$ cat src/rtl/pe_weight_spad_loader.sv
// Weight scratchpad loader for one PE.
// Takes the CSC-compressed weight address and data streams from the weight
// router and writes them into the weight address SPad and weight data SPad.
// There is no backpressure: beats that cannot be stored are dropped and
// flagged. Completion of a filter load is reported as a one-cycle pulse.
//
//   state | meaning
//   ------+------------------------------------------------------------
//   IDLE  | waiting for load_start; any incoming beat is dropped
//   LOAD  | storing beats until both latched lengths have been reached
//   DONE  | single cycle; load_done asserted, then back to IDLE
module pe_weight_spad_loader #(
  parameter  int ADDR_W     = 8,
  parameter  int DATA_W     = 13,
  parameter  int ADDR_DEPTH = 16,
  parameter  int DATA_DEPTH = 192,
  localparam int AIDX_W     = $clog2(ADDR_DEPTH),
  localparam int DIDX_W     = $clog2(DATA_DEPTH)
) (
  input  logic              clk,
  input  logic              rst,
  input  logic              load_start,
  input  logic [AIDX_W:0]   addr_len,
  input  logic [DIDX_W:0]   data_len,
  input  logic              addr_in_valid,
  input  logic [ADDR_W-1:0] addr_in,
  input  logic              data_in_valid,
  input  logic [DATA_W-1:0] data_in,
  output logic              aspad_we,
  output logic [AIDX_W-1:0] aspad_waddr,
  output logic [ADDR_W-1:0] aspad_wdata,
  output logic              dspad_we,
  output logic [DIDX_W-1:0] dspad_waddr,
  output logic [DATA_W-1:0] dspad_wdata,
  output logic              busy,
  output logic              load_done,
  output logic              drop_err,
  output logic              format_err,
  input  logic              err_clr
);

  typedef enum logic [1:0] {
    IDLE = 2'd0,
    LOAD = 2'd1,
    DONE = 2'd2
  } state_t;

  localparam logic [AIDX_W:0] ADDR_MAX = (AIDX_W+1)'(ADDR_DEPTH);
  localparam logic [DIDX_W:0] DATA_MAX = (DIDX_W+1)'(DATA_DEPTH);

  state_t state, state_nxt;

  logic [AIDX_W:0] a_cnt, a_cnt_nxt, addr_len_q, addr_len_c;
  logic [DIDX_W:0] d_cnt, d_cnt_nxt, data_len_q, data_len_c;
  logic            a_acc, d_acc, start_acc, a_clamp, d_clamp;
  logic            drop_set, fmt_set;

  // Beat acceptance, length clamping and error detection.
  always_comb begin
    start_acc  = (state == IDLE) && load_start;
    a_clamp    = addr_len > ADDR_MAX;
    d_clamp    = data_len > DATA_MAX;
    addr_len_c = a_clamp ? ADDR_MAX : addr_len;
    data_len_c = d_clamp ? DATA_MAX : data_len;
    a_acc      = (state == LOAD) && addr_in_valid && (a_cnt < addr_len_q);
    d_acc      = (state == LOAD) && data_in_valid && (d_cnt < data_len_q);
    a_cnt_nxt  = a_cnt + (AIDX_W+1)'(a_acc);
    d_cnt_nxt  = d_cnt + (DIDX_W+1)'(d_acc);
    drop_set   = (addr_in_valid && !a_acc) || (data_in_valid && !d_acc) ||
                 (start_acc && (a_clamp || d_clamp));
    // The final column pointer of a CSC filter must equal the number of data beats.
    fmt_set    = a_acc && (a_cnt_nxt == addr_len_q) &&
                 (32'(addr_in) != 32'(data_len_q));
  end

  // Next-state logic; completion counts include beats accepted this cycle.
  always_comb begin
    state_nxt = state;
    case (state)
      IDLE: if (load_start) state_nxt = LOAD;
      LOAD: if ((a_cnt_nxt == addr_len_q) && (d_cnt_nxt == data_len_q)) state_nxt = DONE;
      DONE: state_nxt = IDLE;
      default: state_nxt = IDLE;
    endcase
  end

  // State register.
  always_ff @(posedge clk or posedge rst) begin
    if (rst) state <= IDLE;
    else     state <= state_nxt;
  end

  // Counters, latched lengths and registered SPad write ports.
  always_ff @(posedge clk or posedge rst) begin
    if (rst) begin
      a_cnt       <= '0;
      d_cnt       <= '0;
      addr_len_q  <= '0;
      data_len_q  <= '0;
      aspad_we    <= 1'b0;
      aspad_waddr <= '0;
      aspad_wdata <= '0;
      dspad_we    <= 1'b0;
      dspad_waddr <= '0;
      dspad_wdata <= '0;
    end else begin
      aspad_we <= a_acc;
      dspad_we <= d_acc;
      if (a_acc) begin
        aspad_waddr <= a_cnt[AIDX_W-1:0];
        aspad_wdata <= addr_in;
      end
      if (d_acc) begin
        dspad_waddr <= d_cnt[DIDX_W-1:0];
        dspad_wdata <= data_in;
      end
      if (start_acc) begin
        a_cnt      <= '0;
        d_cnt      <= '0;
        addr_len_q <= addr_len_c;
        data_len_q <= data_len_c;
      end else begin
        a_cnt <= a_cnt_nxt;
        d_cnt <= d_cnt_nxt;
      end
    end
  end

  // Status outputs and sticky error flags; a new error wins over err_clr.
  always_ff @(posedge clk or posedge rst) begin
    if (rst) begin
      busy       <= 1'b0;
      load_done  <= 1'b0;
      drop_err   <= 1'b0;
      format_err <= 1'b0;
    end else begin
      busy       <= (state_nxt == LOAD);
      load_done  <= (state_nxt == DONE);
      drop_err   <= drop_set | (drop_err & ~err_clr);
      format_err <= fmt_set  | (format_err & ~err_clr);
    end
  end

endmodule

$ cat config.mk
export PLATFORM = sky130hd
export DESIGN_NAME = pe_weight_spad_loader
export DESIGN_NICKNAME = d
export VERILOG_FILES = /design/src/rtl/pe_weight_spad_loader.sv
export SDC_FILE = /design/constraint.sdc
export NUM_CORES = 1
export LEC_CHECK = 0
export CORE_AREA = 2 2 109 111
export CTS_CLUSTER_SIZE = 30
export DETAILED_ROUTE_END_ITERATION = 7
export DIE_AREA = 0 0 111 113
export PLACE_DENSITY = 0.65
export SYNTH_ARGS = -nofsm -noshare
export SYNTH_HDL_FRONTEND = slang
export SYNTH_SLANG_ARGS = --single-unit
$ cat constraint.sdc
create_clock -name clk -period 5.3 [get_ports clk]
set_clock_uncertainty 0.1 [all_clocks]
set_input_delay 1.06 -clock clk [delete_from_list [all_inputs] [get_ports clk]]
set_output_delay 1.06 -clock clk [all_outputs]
set_load 0.05 [all_outputs]
### Word-level counts from Yosys, hierarchy flattened

Cells that the tools add are included.
W data, S select, Z words.

| word-level totals | value |
|---|---|
| logic and storage cells | 56 |
| register bits | 69 |

| operators by class | value |
|---|---|
| $lt $le $gt $ge | 4 |
| eq/ne operators | 6 |
| muxes and demuxes | 7 |
| bitwise operators | 5 |
| $add $sub $neg | 2 |
| reduce and logical (&&, ||, !) cells | 17 |

Operators by type and width:

| operator | number |
|---|---|
| $mux W9 | 2 |
| $logic_and A1 B1 Y1 | 11 |
| $mux W5 | 2 |
| $add A9 B1 Y9 | 1 |
| $eq A9 B9 Y1 | 1 |
| $gt A9 B8 Y1 const B | 1 |
| $lt A9 B9 Y1 | 1 |
| $ne A8 B9 Y1 | 1 |
| $add A5 B1 Y5 | 1 |
| $eq A5 B5 Y1 | 1 |
| $gt A5 B5 Y1 const B | 1 |
| $lt A5 B5 Y1 | 1 |
| $eq A2 B1 Y1 const B | 2 |
| $mux W2 | 2 |
| $pmux W2 S2 | 1 |
| $logic_or A1 B1 Y1 | 3 |
| $and A1 B1 Y1 | 2 |
| $eq A2 B2 Y1 const B | 1 |
| $logic_not A1 Y1 | 2 |
| $logic_not A2 Y1 | 1 |
| $or A1 B1 Y1 | 2 |
| $not A1 Y1 | 1 |

### Longest topological paths before layout

Gate-level depths: netlist of the first run.

| depth | value |
|---|---|
| word-level depth | 9 |
| depth in mapped cells | 16 |
| gate-level depth less buffers | 15 |

### Worst setup path before layout of the first run

OpenSTA, ideal clock, no wires.

| path | value |
|---|---|
| kind | input-to-reg |
| from | in data_in_valid |
| to | reg busy |
| data required time | 5068 ps |
| slack | 1494 ps |
| data arrival time | 3574 ps |
| path buffers | 1 |
| cell stages on the path | 11 |
| cells stage by stage | inv_1 or4b_1 a21oi_2 buf_4 ha_1 nand3_4 o311a_1 a311o_1 nor4_2 o2111a_2 o21ai_0 |

| between the ends | value |
|---|---|
| cells in the longest elaborated chain, start to end | 8 |

RTL lines:

| item | RTL line | RTL |
|---|---|---|
| start: declaration | 27 | `input logic data_in_valid,` |
| $logic_and A1 B1 Y1 (2 in series) | 66 | `d_acc = (state == LOAD) && data_in_valid && (d_cnt < data_len_q);` |
| net d_acc | 55 | `logic a_acc, d_acc, start_acc, a_clamp, d_clamp;` |
| $add A9 B1 Y9 | 68 | `d_cnt_nxt = d_cnt + (DIDX_W+1)'(d_acc);` |
| $eq A9 B9 Y1 | 81 | `LOAD: if ((a_cnt_nxt == addr_len_q) && (d_cnt_nxt == data_len_q)) state_nxt = DONE;` |
| $logic_and A1 B1 Y1 | 81 |  |
| $mux W2 | 81 |  |
| $pmux W2 S2 | 79 | `case (state)` |
| $eq A2 B1 Y1 | 137 | `busy <= (state_nxt == LOAD);` |
| end signal: assignment | 137 |  |
| end: declaration | 35 | `output logic busy,` |

The timed path passes the listed nets, and every way through them passes these cells.
A chain may end at the register's enable or synchronous reset.

### Worst setup path after layout of the first run

| path | value |
|---|---|
| from | in data_in_valid |
| to | reg state[0] |

| between the ends | value |
|---|---|
| cells in the longest elaborated chain, start to end | 7 |

RTL lines:

| item | RTL line | RTL |
|---|---|---|
| $logic_and A1 B1 Y1 (2 in series) | 66 |  |
| $add A9 B1 Y9 | 68 |  |
| $eq A9 B9 Y1 | 81 |  |
| $logic_and A1 B1 Y1 | 81 |  |
| $mux W2 | 81 |  |
| $pmux W2 S2 | 79 |  |
| net state_nxt[0] | 51 | `state_t state, state_nxt;` |
| end signal: assignment | 90 | `else state <= state_nxt;` |
| end: declaration | 51 |  |

The timed path passes the listed nets, and every way through them passes these cells.

==> results.yml, run 1 <==
status:
  status: "finished, final reports clean"
place:
  port_buffers: 79
  hpwl_mm: 6.08
  gp_congestion: 0.832
  dp_cells: 513
sta:
  final-setup-viol-count: 0
  slew_viol_final: 0
  hold_viol_final: 0
  fin_tns_setup_ps: 0
  worst_pin_slew_ps: 1050
  slew_headroom_pct: 30.1
  min_period_over_period_pct: 73.1
  fmax_mhz: 258
  hold_slack_ps: 401
  rsz0062_at_grt: "no"
  min_period_ps: 3880
cts:
  htree_levels: 3
  root_buffer: "clkbuf_16"
  post_cts.repair.setup_buffers: 0
  holdBufCountCts: 0
  cts_tree: "yes"
  cts_buffer_depth: 2
  ctsResizeCount: 0
  cts_buffers: 9
  clk_latency_ps: 330
  cts_sinks: 69
  clkTransAtPathRegs_ps: 60
setup_path:
  worstSetupPathType: "input port to flop"
  worstPathArrival_ps: 3960
  r2r_start: "d_cnt[6]"
  critPathRequiredTime_ps: 5390
  endpoint_kind: "flop"
  crit_start: "data_in_valid"
  cp_max_fo: 7
  cp-start-kind: "input port"
drt:
  viasPerCell: 4.77
  final_antenna_net_count: 0
  routed_wl_mm: 8.27
  via_count: 2521
  first_iter_violations: 106
  wl_per_cell_um: 15.7
  dr.pass1.iters: 4
  remaining_drc_errors: 0
synthesis:
  yosys.area.top_type: "dfrtp_1"
  synth_area_leaders: "dfrtp_1 (50%), mux2_2 (11%), ha_1 (5.8%)"
  async_reset_ff_share_pct: 100
  ys_warn_count: 0
  syn_area_per_cell_um2: 11.5
  synthesis.area_mm2: 0.00344
  synth_common_cells: "dfrtp_1 (69), mux2_2 (33), xnor2_1 (21)"
  ys_types: 49
  yosys.area.top_type_share_pct: 50.2
  yosysMostFrequentCell: "dfrtp_1"
  ys_ff_latch: 69
  synth-main-ff-cell: "dfrtp_1"
  synth-seq-area-share_pct: 50.2
  netlist_instances: 298
  synth_edf_count: 0
  synth.net_count: 355
die:
  rows: 39
  die_h_um: 113
  io_pins: 80
  core_mm2: 0.0113
  initial_core_util_pct: 30.5
  die-area_mm2: 0.0125
  die_x_um: 111
cells_and_area:
  ff_latch_area_mm2: 0.00173
  areaGrowthSynthToFinish_pct: 34.9
  layout.cells.non_filler: 528
  multi_input_area_mm2: 0.00158
  n_antenna_cell: 0
  drive_above_1_share_pct: 14.8
  fill_cells: 1107
  final_nets: 438
grt:
  grt_max_degree: 37
  grt_use_total_pct: 13.8
  grt.busiest_layer: "met2"
  grtUsageMet3_pct: 3.21
  gr-total-overflow: 0
  met2_usage_pct: 22.1
  grt_pass1_wl_mm: 13.7
  first_global_vias: 2644
  antenna_found_initial: 0
  gr-usage-met1_pct: 18.1
worst_hold_path:
  hold_class: "flop to flop"
  hp-start: "aspad_wdata[5]"
power:
  p_leak_nw: 2.00
  power_w: 0.00206
  vdd_drop_max_mv: 0.278
  powerDensity_mw_per_mm2: 444
flow_run:
  maxCapViolCount: 0
critical path, cell delays in order:
cell and delay, ps:
clkdlybuf4s50_1 450, inv_1 60, or4b_1 530, a21oi_2 150
ha_1 260, ha_1 360, nand3_1 130, nor2_1 230
o221ai_1 170, a211oi_1 230, o2111a_2 250, o21ai_0 70
cell usage in the layout, fill, tap and decap left out, types with 5 or more instances in the layout:
master,n
inv_1,18
mux2_2,33
and2_1,5
nand3b_1,5
nand2_1,17
o22ai_1,5
nand3_1,8
dfrtp_1,69
xor2_1,8
clkdlybuf4s50_1,79
o21ai_0,15
nor2_1,18
nand2b_1,5
ha_1,16
clkbuf_16,9
xnor2_1,21
registers in the layout (all words and copies together) (netlist names):
register,flops
busy,1
aspad_wdata,8
load_done,1
dspad_we,1
data_len_q,9
aspad_waddr,4
format_err,1
state,2
d_cnt,9
addr_len_q,5
dspad_wdata,13
dspad_waddr,8
aspad_we,1
a_cnt,5
drop_err,1
stage by stage:
stage	instance area (um2)	util [%]	worst slack, ps
2_1_floorplan	3440	-	1490
3_3_place_gp	4380	38.9	1060
3_5_place_dp	4380	38.9	1080
4_1_cts	4640	41.1	1410
5_1_grt	4640	41.1	1190
6_report	4640	41.1	1420
metal layers:
| metal | vias up | wire (um) | part of all wire (%) |
|---|---|---|---|
| met5 | - | 0 | 0 |
| met4 | 0 | 127 | 1.5 |
| met3 | 8 | 437 | 5.3 |
| met2 | 75 | 3880 | 47 |
| met1 | 1224 | 3820 | 46 |
| li1 | 1214 | - | - |
final cells by class:
class,instances,area share (%)
sequential,69,37.2
multi-input combinational,199,34.1
timing repair buffer,83,17.7
clock buffer,10,4.94
tap,143,3.86
inverter,19,1.54
clock inverter,5,0.620
power by group:
group | internal (W) | switching, W | leakage (nW)
Sequential | 0.000639 | 0.000128 | 0.790
Clock | 0.000311 | 0.000221 | 0.132
Combinational | 0.000333 | 0.000425 | 1.07
final timing paths:
check                                        to  slack [ps]  depth (start not counted)
worst max-delay path                   state[0]        1420                         12
worst min-delay path             aspad_wdata[5]         400                          1
worst max register to register         state[0]        1560                         14
worst min register to register   aspad_wdata[5]         400                          1
max in group asynchronous       dspad_wdata[12]        3080                          3
min in group asynchronous              a_cnt[0]        1090                          2
cells by family (layout without fill, tap and decap cells):
family / Yosys count / in the layout / synth area share, %
compound gates: 44 / 44 / 8.66
xor+xnor: 31 / 31 / 8.70
flops: 69 / 69 / 50.2
fa+ha+maj: 16 / 16 / 5.82
buf+inv: 30 / 117 / 3.75
simple gates: 74 / 74 / 11.8
mux: 34 / 34 / 11.1
No activity file was read; power rests on OpenSTA's default activity.
==> inputs of run 2 (changes only) <==
Clock period 5.3 ns to 3.6 ns, I/O delays scaled along.
==> results.yml, run 2 (synthesis gave the netlist of run 1 again) <==
die:
  die_h_um: 113
  initial_core_util_pct: 30.5
  io_pins: 80
  die_x_um: 111
  rows: 39
  die-area_mm2: 0.0125
  core_mm2: 0.0113
power:
  p_leak_nw: 2.12
  powerDensity_mw_per_mm2: 666
  vdd_drop_max_mv: 0.380
cells_and_area:
  final_nets: 458
  top_regs: "dspad_wdata x13, d_cnt x9, data_len_q x9"
  drive_above_1_share_pct: 20.4
  n_antenna_cell: 0
  final_cell_mix: "clkdlybuf4s50_1 (79), dfrtp_1 (69), mux2_2 (33), buf_4 (23), xnor2_1 (21)"
  final_common_cell: "clkdlybuf4s50_1"
  layout.cells.non_filler: 549
  areaGrowthSynthToFinish_pct: 42.2
  largest_reg_flops: 13
  fill_cells: 1078
  largest-register: "dspad_wdata"
setup_path:
  regToRegSetupSlack_ps: 200
  cp-endpoint: "state[0]"
  crit_start: "d_cnt[6]"
  r2r_cells: 13
  endpoint_kind: "flop"
  worstSetupPathType: "flop to flop"
  worstPathArrival_ps: 3490
  cp_max_fo: 4
  r2r-end: "state[0]"
  r2r_start: "d_cnt[6]"
  critPathRequiredTime_ps: 3690
  cp-start-kind: "flop"
sta:
  hold_slack_ps: 401
  slew_viol_final: 0
  final-setup-viol-count: 0
  rsz0062_at_grt: "no"
  hold_viol_final: 0
  slew_headroom_pct: 54.9
  min_period_over_period_pct: 94.3
  setup_slack_ps: 204
  worst_pin_slew_ps: 676
  fmax_mhz: 294
  min_period_ps: 3400
drt:
  via_count: 2669
  routed_wl_mm: 8.41
  final_antenna_net_count: 0
  dr.pass1.iters: 4
  wl_per_cell_um: 15.3
  viasPerCell: 4.86
  first_iter_violations: 272
  remaining_drc_errors: 0
cts:
  root_buffer: "clkbuf_16"
  htree_levels: 3
  cts_buffer_depth: 2
  post_cts.repair.setup_buffers: 0
  clk_latency_ps: 330
  cts_sinks: 69
  clkTransAtPathRegs_ps: 50
  cts_buffers: 9
  cts_tree: "yes"
place:
  hpwl_mm: 6.25
  dp_cells: 533
  gp_congestion: 0.856
  port_buffers: 79
  dp_slack_ps: -96.5
status:
  status: "finished, final reports clean"
grt:
  grt_pass1_wl_mm: 14.0
  gr-total-overflow: 0
  antenna_found_initial: 0
  first_global_vias: 2749
  grt_use_total_pct: 14.1
  grt_max_degree: 40
worst_hold_path:
  hp-start: "aspad_waddr[2]"
  hold_class: "flop to flop"
flow_run:
  maxCapViolCount: 0
==> run 2: changes by cell type in the layout (fill, tap and decap cells not counted), moves of 2 or more <==
cell      delta
buf_4       +19
clkinv_2     -3
clkbuf_8     +3
ha_1         -2
==> run 2: worst min-delay path by stage <==
| stage | to | slack [ps] | cells after the start |
|---|---|---|---|
| global placement | aspad_wdata[3] | 390 | 1 |
| global route | aspad_wdata[1] | 420 | 1 |
| detailed placement | aspad_waddr[2] | 390 | 1 |
| CTS | aspad_waddr[2] | 410 | 1 |
| finish | aspad_waddr[2] | 400 | 1 |
| floorplan | addr_len_q[0] | 380 | 2 |
==> run 2: timing repair <==
action | 4_1_cts | 5_1_grt
hold buffers | 0 | 0
resized for setup | 0 | 4
endpoints found under the setup margin | 0 | 4
==> run 2: where the power goes <==
group	switching, W	internal, W
registers	0.000115	0.000942
clock network	0.000317	0.000591
logic	0.000729	0.000560
total	0.00116	0.00209
==> run 2: per-stage QoR <==
| stage | utilization (%) | setup TNS [ps] | power [W] | area, um2 |
|---|---|---|---|---|
| finish | 43.4 | 0 | 0.00325 | 4890 |
| global route | 43.4 | 0 | 0.00342 | 4890 |
| CTS | 43.3 | 0 | 0.00328 | 4880 |
| detailed placement | 40.5 | -319 | 0.00235 | 4570 |
| global placement | 40.5 | -211 | 0.00233 | 4570 |
| floorplan | - | 0 | 0.00191 | 3470 |
==> run 2: worst max-delay path: stages (launching register included) <==
cell and delay (ps):
dfrtp_1 390, ha_1 320, a21oi_1 150, nor2b_1 60
o21ai_0 110, or4b_4 490, a21oi_4 150, ha_4 170
nand3_4 70, o311a_1 340, a311o_1 320, nor4_2 260
o2111a_2 250, o21ai_0 70
==> run 2: layer usage <==
layer | global-route usage [%] | wire (um) | vias to the layer above
met5 | 0 | 0 | -
met4 | 4.92 | 154 | 0
met3 | 4.93 | 466 | 15
met2 | 22.8 | 4030 | 76
met1 | 17.7 | 3760 | 1317
li1 | - | - | 1261
==> run 2: area by class of cell <==
| type | count | area (um2) | area share (%) |
|---|---|---|---|
| Clock buffer | 13 | 270 | 5.53 |
| Clock inverter | 3 | 42.5 | 0.870 |
| Inverter | 19 | 71.3 | 1.46 |
| Multi-Input combinational cell | 199 | 1620 | 33.1 |
| Sequential cell | 69 | 1730 | 35.3 |
| Tap cell | 143 | 179 | 3.66 |
| Timing Repair Buffer | 103 | 983 | 20.1 |
==> inputs of run 3 (changes only) <==
Settings changed: CORE_AREA 2 2 109 111 to 2 2 86 88, DIE_AREA 0 0 111 113 to 0 0 88 90, PLACE_DENSITY 0.65 to 0.91.
==> results.yml, run 3 (synthesis gave the netlist of run 1 again) <==
sta:
  final-setup-viol-count: 0
  hold_slack_ps: 406
  slew_viol_final: 0
  setup_slack_ps: 171
  fin_tns_setup_ps: 0
  min_period_ps: 3430
  rsz0062_at_grt: "no"
  min_period_over_period_pct: 95.2
  hold_viol_final: 0
  worst_pin_slew_ps: 646
  slew_headroom_pct: 56.9
  fmax_mhz: 292
die:
  die_x_um: 88
  core_mm2: 0.00702
  die-area_mm2: 0.00792
  initial_core_util_pct: 49.0
  io_pins: 80
  rows: 31
  die_h_um: 90
grt:
  antenna_found_initial: 0
  grtUsageMet3_pct: 5.60
  met2_usage_pct: 36.2
  grt_use_total_pct: 23.4
  gr-total-overflow: 0
  grt_max_degree: 40
  grt_pass1_wl_mm: 14.2
  grt.busiest_layer: "met2"
  first_global_vias: 2876
  gr-usage-met1_pct: 31.6
cells_and_area:
  final_nets: 460
  largest_reg_flops: 13
  drive_above_1_share_pct: 20.6
  fill_cells: 497
  top_regs: "dspad_wdata x13, d_cnt x9, data_len_q x9"
  areaGrowthSynthToFinish_pct: 37.5
  final_cell_mix: "clkdlybuf4s50_1 (79), dfrtp_1 (69), mux2_2 (33), buf_4 (25), xnor2_1 (21)"
  largest-register: "dspad_wdata"
  layout.cells.non_filler: 506
  final_area_mm2: 0.00473
  final_common_cell: "clkdlybuf4s50_1"
  n_antenna_cell: 0
worst_hold_path:
  hold_class: "flop to flop"
  hp-start: "dspad_wdata[10]"
cts:
  clkTransAtPathRegs_ps: 70
  root_buffer: "clkbuf_8"
  ctsResizeCount: 0
  post_cts.repair.setup_buffers: 0
  clk_latency_ps: 350
  cts_buffers: 9
  holdBufCountCts: 0
  htree_levels: 3
  cts_tree: "yes"
  cts_sinks: 69
  cts_buffer_depth: 2
setup_path:
  worstSetupPathType: "flop to flop"
  cpPeakStageDelay_ps: 480
  worstPathArrival_ps: 3550
  critPathRequiredTime_ps: 3720
  cp_slowest_cell: "or4b_4"
  crit_path_cell_trace: "inv_2 > ha_1 > a21oi_1 > nor2b_1 > o21ai_1 > or4b_4 > a21oi_4 > ha_4 > nand3_4 > o311a_1 > a311o_1 > nor4_2 > o2111a_2 > o21ai_0"
  r2r_start: "data_len_q[6]"
  endpoint_kind: "flop"
  crit_start: "data_len_q[6]"
  cp_max_fo: 4
  cp-start-kind: "flop"
place:
  gp_congestion: 0.908
  postPlaceCellArea_mm2: 0.00453
  port_buffers: 79
  dp_slack_ps: -85.2
  hpwl_mm: 6.46
  dp_cells: 491
drt:
  via_count: 2718
  final_antenna_net_count: 0
  routed_wl_mm: 8.56
  wl_per_cell_um: 16.9
  first_iter_violations: 219
  dr.pass1.iters: 5
  remaining_drc_errors: 0
  viasPerCell: 5.37
power:
  p_leak_nw: 2.07
  vdd_drop_max_mv: 0.418
  powerDensity_mw_per_mm2: 632
status:
  status: "finished, final reports clean"
flow_run:
  maxCapViolCount: 0
run 3: changes by cell type in the layout (fill, tap and decap cells not counted):
| cell | delta |
|---|---|
| clkbuf_16 | -9 |
| clkbuf_8 | +8 |
| buf_4 | +2 |
| clkbuf_1 | -1 |
| clkinv_2 | +1 |
| o21ai_0 | -1 |
| o21ai_1 | +1 |
| o32ai_1 | +1 |
| o32ai_2 | -1 |
run 3: worst paths after layout:
kind / end / slack [ps] / depth (start not counted)
hold reg to reg: dspad_wdata[10] / 410 / 1
hold / removal: dspad_wdata[10] / 410 / 1
max in group asynchronous: d_cnt[4] / 2090 / 3
min in group asynchronous: aspad_wdata[4] / 680 / 2
setup / recovery: busy / 170 / 14
setup reg to reg: busy / 170 / 14
run 3: area by class of cell:
| class | instances | area, um2 | share of cell area [%] |
|---|---|---|---|
| sequential | 69 | 1730 | 36.5 |
| multi-input combinational | 199 | 1610 | 34.0 |
| timing repair buffer | 105 | 998 | 21.1 |
| clock buffer | 11 | 151 | 3.20 |
| tap | 99 | 124 | 2.62 |
| inverter | 19 | 71.3 | 1.51 |
| clock inverter | 4 | 47.5 | 1.01 |
run 3: where the power goes:
| part | internal, W | total (W) | leakage [nW] | switching (W) |
|---|---|---|---|---|
| clock network | 0.000351 | 0.000641 | 0.101 | 0.000289 |
| registers | 0.000940 | 0.00107 | 0.790 | 0.000132 |
| logic | 0.000553 | 0.00128 | 1.18 | 0.000724 |
run 3: critical path: cells and delay by family, from the launching register on:
family	cells	cell delay, ps
DFF	1	370
and+or+nand+nor	4	870
adders and majority gates	2	450
buffers and inverters	1	60
AOI/OAI and AO/OA	7	1450
run 3: per-stage QoR:
step | util, % | total power (W)
after floorplan | - | 0.00191
after global placement | 64.5 | 0.00231
after detailed placement | 64.5 | 0.00236
after CTS | 67.3 | 0.00300
after global routing | 67.3 | 0.00315
final | 67.3 | 0.00299
run 3: per-layer routing:
metal,up-vias,wire (um)
met2,121,4100
met4,0,179
met1,1335,3600
met5,-,0
li1,1247,-
met3,15,677
==> RTL change (settings of run 1) <==
Make the reset (`rst`) synchronous in 3 clocked blocks.
--- a/src/rtl/pe_weight_spad_loader.sv
+++ b/src/rtl/pe_weight_spad_loader.sv
@@ -85,13 +85,13 @@
   end
 
   // State register.
-  always_ff @(posedge clk or posedge rst) begin
+  always_ff @(posedge clk) begin
     if (rst) state <= IDLE;
     else     state <= state_nxt;
   end
 
   // Counters, latched lengths and registered SPad write ports.
-  always_ff @(posedge clk or posedge rst) begin
+  always_ff @(posedge clk) begin
     if (rst) begin
       a_cnt       <= '0;
       d_cnt       <= '0;
@@ -127,7 +127,7 @@
   end
 
   // Status outputs and sticky error flags; a new error wins over err_clr.
-  always_ff @(posedge clk or posedge rst) begin
+  always_ff @(posedge clk) begin
     if (rst) begin
       busy       <= 1'b0;
       load_done  <= 1'b0;
Function: differs if rst is asserted again (counterexample within 4 cycles, from zero or initial values and one cycle with rst high); with rst held inactive, the same outputs for 10 cycles.
==> RTL change against run 1 <==
Area after synthesis fell by 3.5%; cell area fell by 3.1%; sequential cell count did not move; wire length rose by 5.8%; die area did not move; synthesized cell count rose by 25%; global-route usage rose by 0.33 points; setup slack improved by 0.036 ns; cell count rose by 12%.
Power is not compared: it rests on default switching activity, and its combinational part moved more than twofold at a synthesized area within 25%.
==> RTL change: results (changes against run 1) <==
| Metric | Value |
|---|---|
| Warning count from the yosys run | `0 (unchanged)` |
| Layout Cells excl Fill | `592 (+12%)` |
| # resized after CTS | `0 (unchanged)` |
| Synth Area in Compound Gates | `0.1667 (+0.08012)` |
| CTS Root Cell | `clkbuf_16` |
| Largest regs | `dspad_wdata: 13 flops, d_cnt: 9 flops, data_len_q: 9 flops` |
| P_seq | `555 uW` |
| Main area contributors after synthesis | `dfxtp_1 42%, ha_1 6.0%, a21oi_1 5.0%` |
| Largest net degree at the start of global routing | `51 (+38%)` |
| Bufs on Longest Clock Path | `2 (unchanged)` |
| Routed len/inst | `14.77 um (-5.7%)` |
| Commonest cells in the netlist | `69 x dfxtp_1, 33 x a21oi_1, 33 x nor2_1` |
| Layout cells sized above 1 | `0.06236 (-0.08569)` |
| Synth unique cells | `47 (-4.1%)` |
| # nets final | `501 (+14%)` |
| Status | `completed` |
| Post-synthesis mux area share | `0.03961 (-0.07138)` |
| Count leader, synth | `dfxtp_1` |
| Area share of xor/xnor cells in the synthesized design | `0.08186 (-0.005116)` |
| Port Buffers | `79 (unchanged)` |
| # H-tree levels | `3 (unchanged)` |
| Clock latency on the worst-skew pair | `0.33 ns (about the same)` |
| Arrival @ worst endpoint | `3.92 ns (-0.04 ns)` |
| Clock-pin slew on the worst setup and hold paths | `0.06 ns (about the same)` |
| Drt initial violations | `183 (+73%)` |
| First-pass GRT wire length | `14,350 um (+5.1%)` |
| Adder-cell share of the synthesized area | `0.06035 (+0.002130)` |
| Global placement routability congestion | `0.8801 (+5.8%)` |
| DP Wirelength | `6418 um (+5.6%)` |
| Crit-path max FO | `24 (+17)` |
| Sequential fraction of the synthesis area | `0.4164 (-0.08574)` |
| Post-CTS Setup Inserts | `0 (unchanged)` |
| Via density | `4.961 (+3.9%)` |
| Syn Area/Cell | `8.893 um2 (-23%)` |
| Placed Instances | `576 (+12%)` |
| Syn_nets | `430 (+21%)` |
| Clock power share | `0.441` |
| DRT Pass-1 Iters | `4 (unchanged)` |
| Initial antenna violation count | `0 (unchanged)` |
| VDD IR max | `0.0002303 V` |
| Hold Crit Class | `register to register` |
| Overall Global Routing Usage | `0.1410 (+0.003271)` |
| Antenna Cells | `0 (unchanged)` |
| Pre-CTS setup slack | `1.173 ns (+0.09441 ns)` |
| Leakage | `~0.0016 uW` |
| Vias in the first global route | `2,827 (+6.9%)` |
| Cell Area, Placed | `4189 um2 (-4.4%)` |
| FFs w/ async S/R, synth | `0 (-1.000)` |
| CTS buffer count | `9 (unchanged)` |
| Net Switching | `384.4 uW` |
| Slew @ Worst Pin | `0.9292 ns (-0.1199 ns)` |
| Total Power | `1384 uW` |
-- RTL change: metal layers --
| layer | wire length (um) | vias to the layer above | global-route usage |
|---|---|---|---|
| met4 | 45 | 0 | 0.02500 |
| met1 | 4021 | 1379 | 0.1777 |
| met2 | 4119 | 98 | 0.2389 |
| li1 | - | 1453 | - |
| met3 | 556 | 7 | 0.04713 |
| met5 | 0 | - | 0 |
-- RTL change: kinds of logic after synthesis --
group	after synthesis
xor gates and xnor gates	31
and+or+nand+nor	121
adders and majority gates	16
DFF	69
muxes	13
buffers and inverters	34
AOI/OAI and AO/OA	89
-- RTL change: worst max-delay path, cell delays in order (launching register included) --
cell       delay (ns)
dfxtp_1          0.43
inv_1            0.11
ha_1             0.31
nand4_1          0.23
o31ai_4          0.74
nor2_1           0.10
ha_1             0.25
ha_1             0.31
xor2_1           0.15
a211oi_1         0.24
o2111a_1         0.20
and4_1           0.20
nand4_2          0.12
o2bb2ai_1        0.17
-- RTL change: area by class of cell --
type                       count  area, um2
clock buffer                   9      225.2
multi-input combinational    270       1783
inverter                      14      52.55
clock inverter                 7      80.08
fill                        1162       6778
tap                          143      178.9
sequential                    69       1381
timing repair buffer          80      793.3
-- RTL change: worst paths after layout --
| check | from | to | slack [ns] | cells past startpoint |
|---|---|---|---|---|
| min reg2reg | addr_len_q[3]$_SDFFE_PP0P_ | addr_len_q[3]$_SDFFE_PP0P_ | 0.36 | 2 |
| max | data_len_q[5]$_SDFFE_PP0P_ | busy$_SDFF_PP0_ | 1.46 | 13 |
| max reg2reg | data_len_q[5]$_SDFFE_PP0P_ | busy$_SDFF_PP0_ | 1.46 | 13 |
| min | addr_len_q[3]$_SDFFE_PP0P_ | addr_len_q[3]$_SDFFE_PP0P_ | 0.36 | 2 |
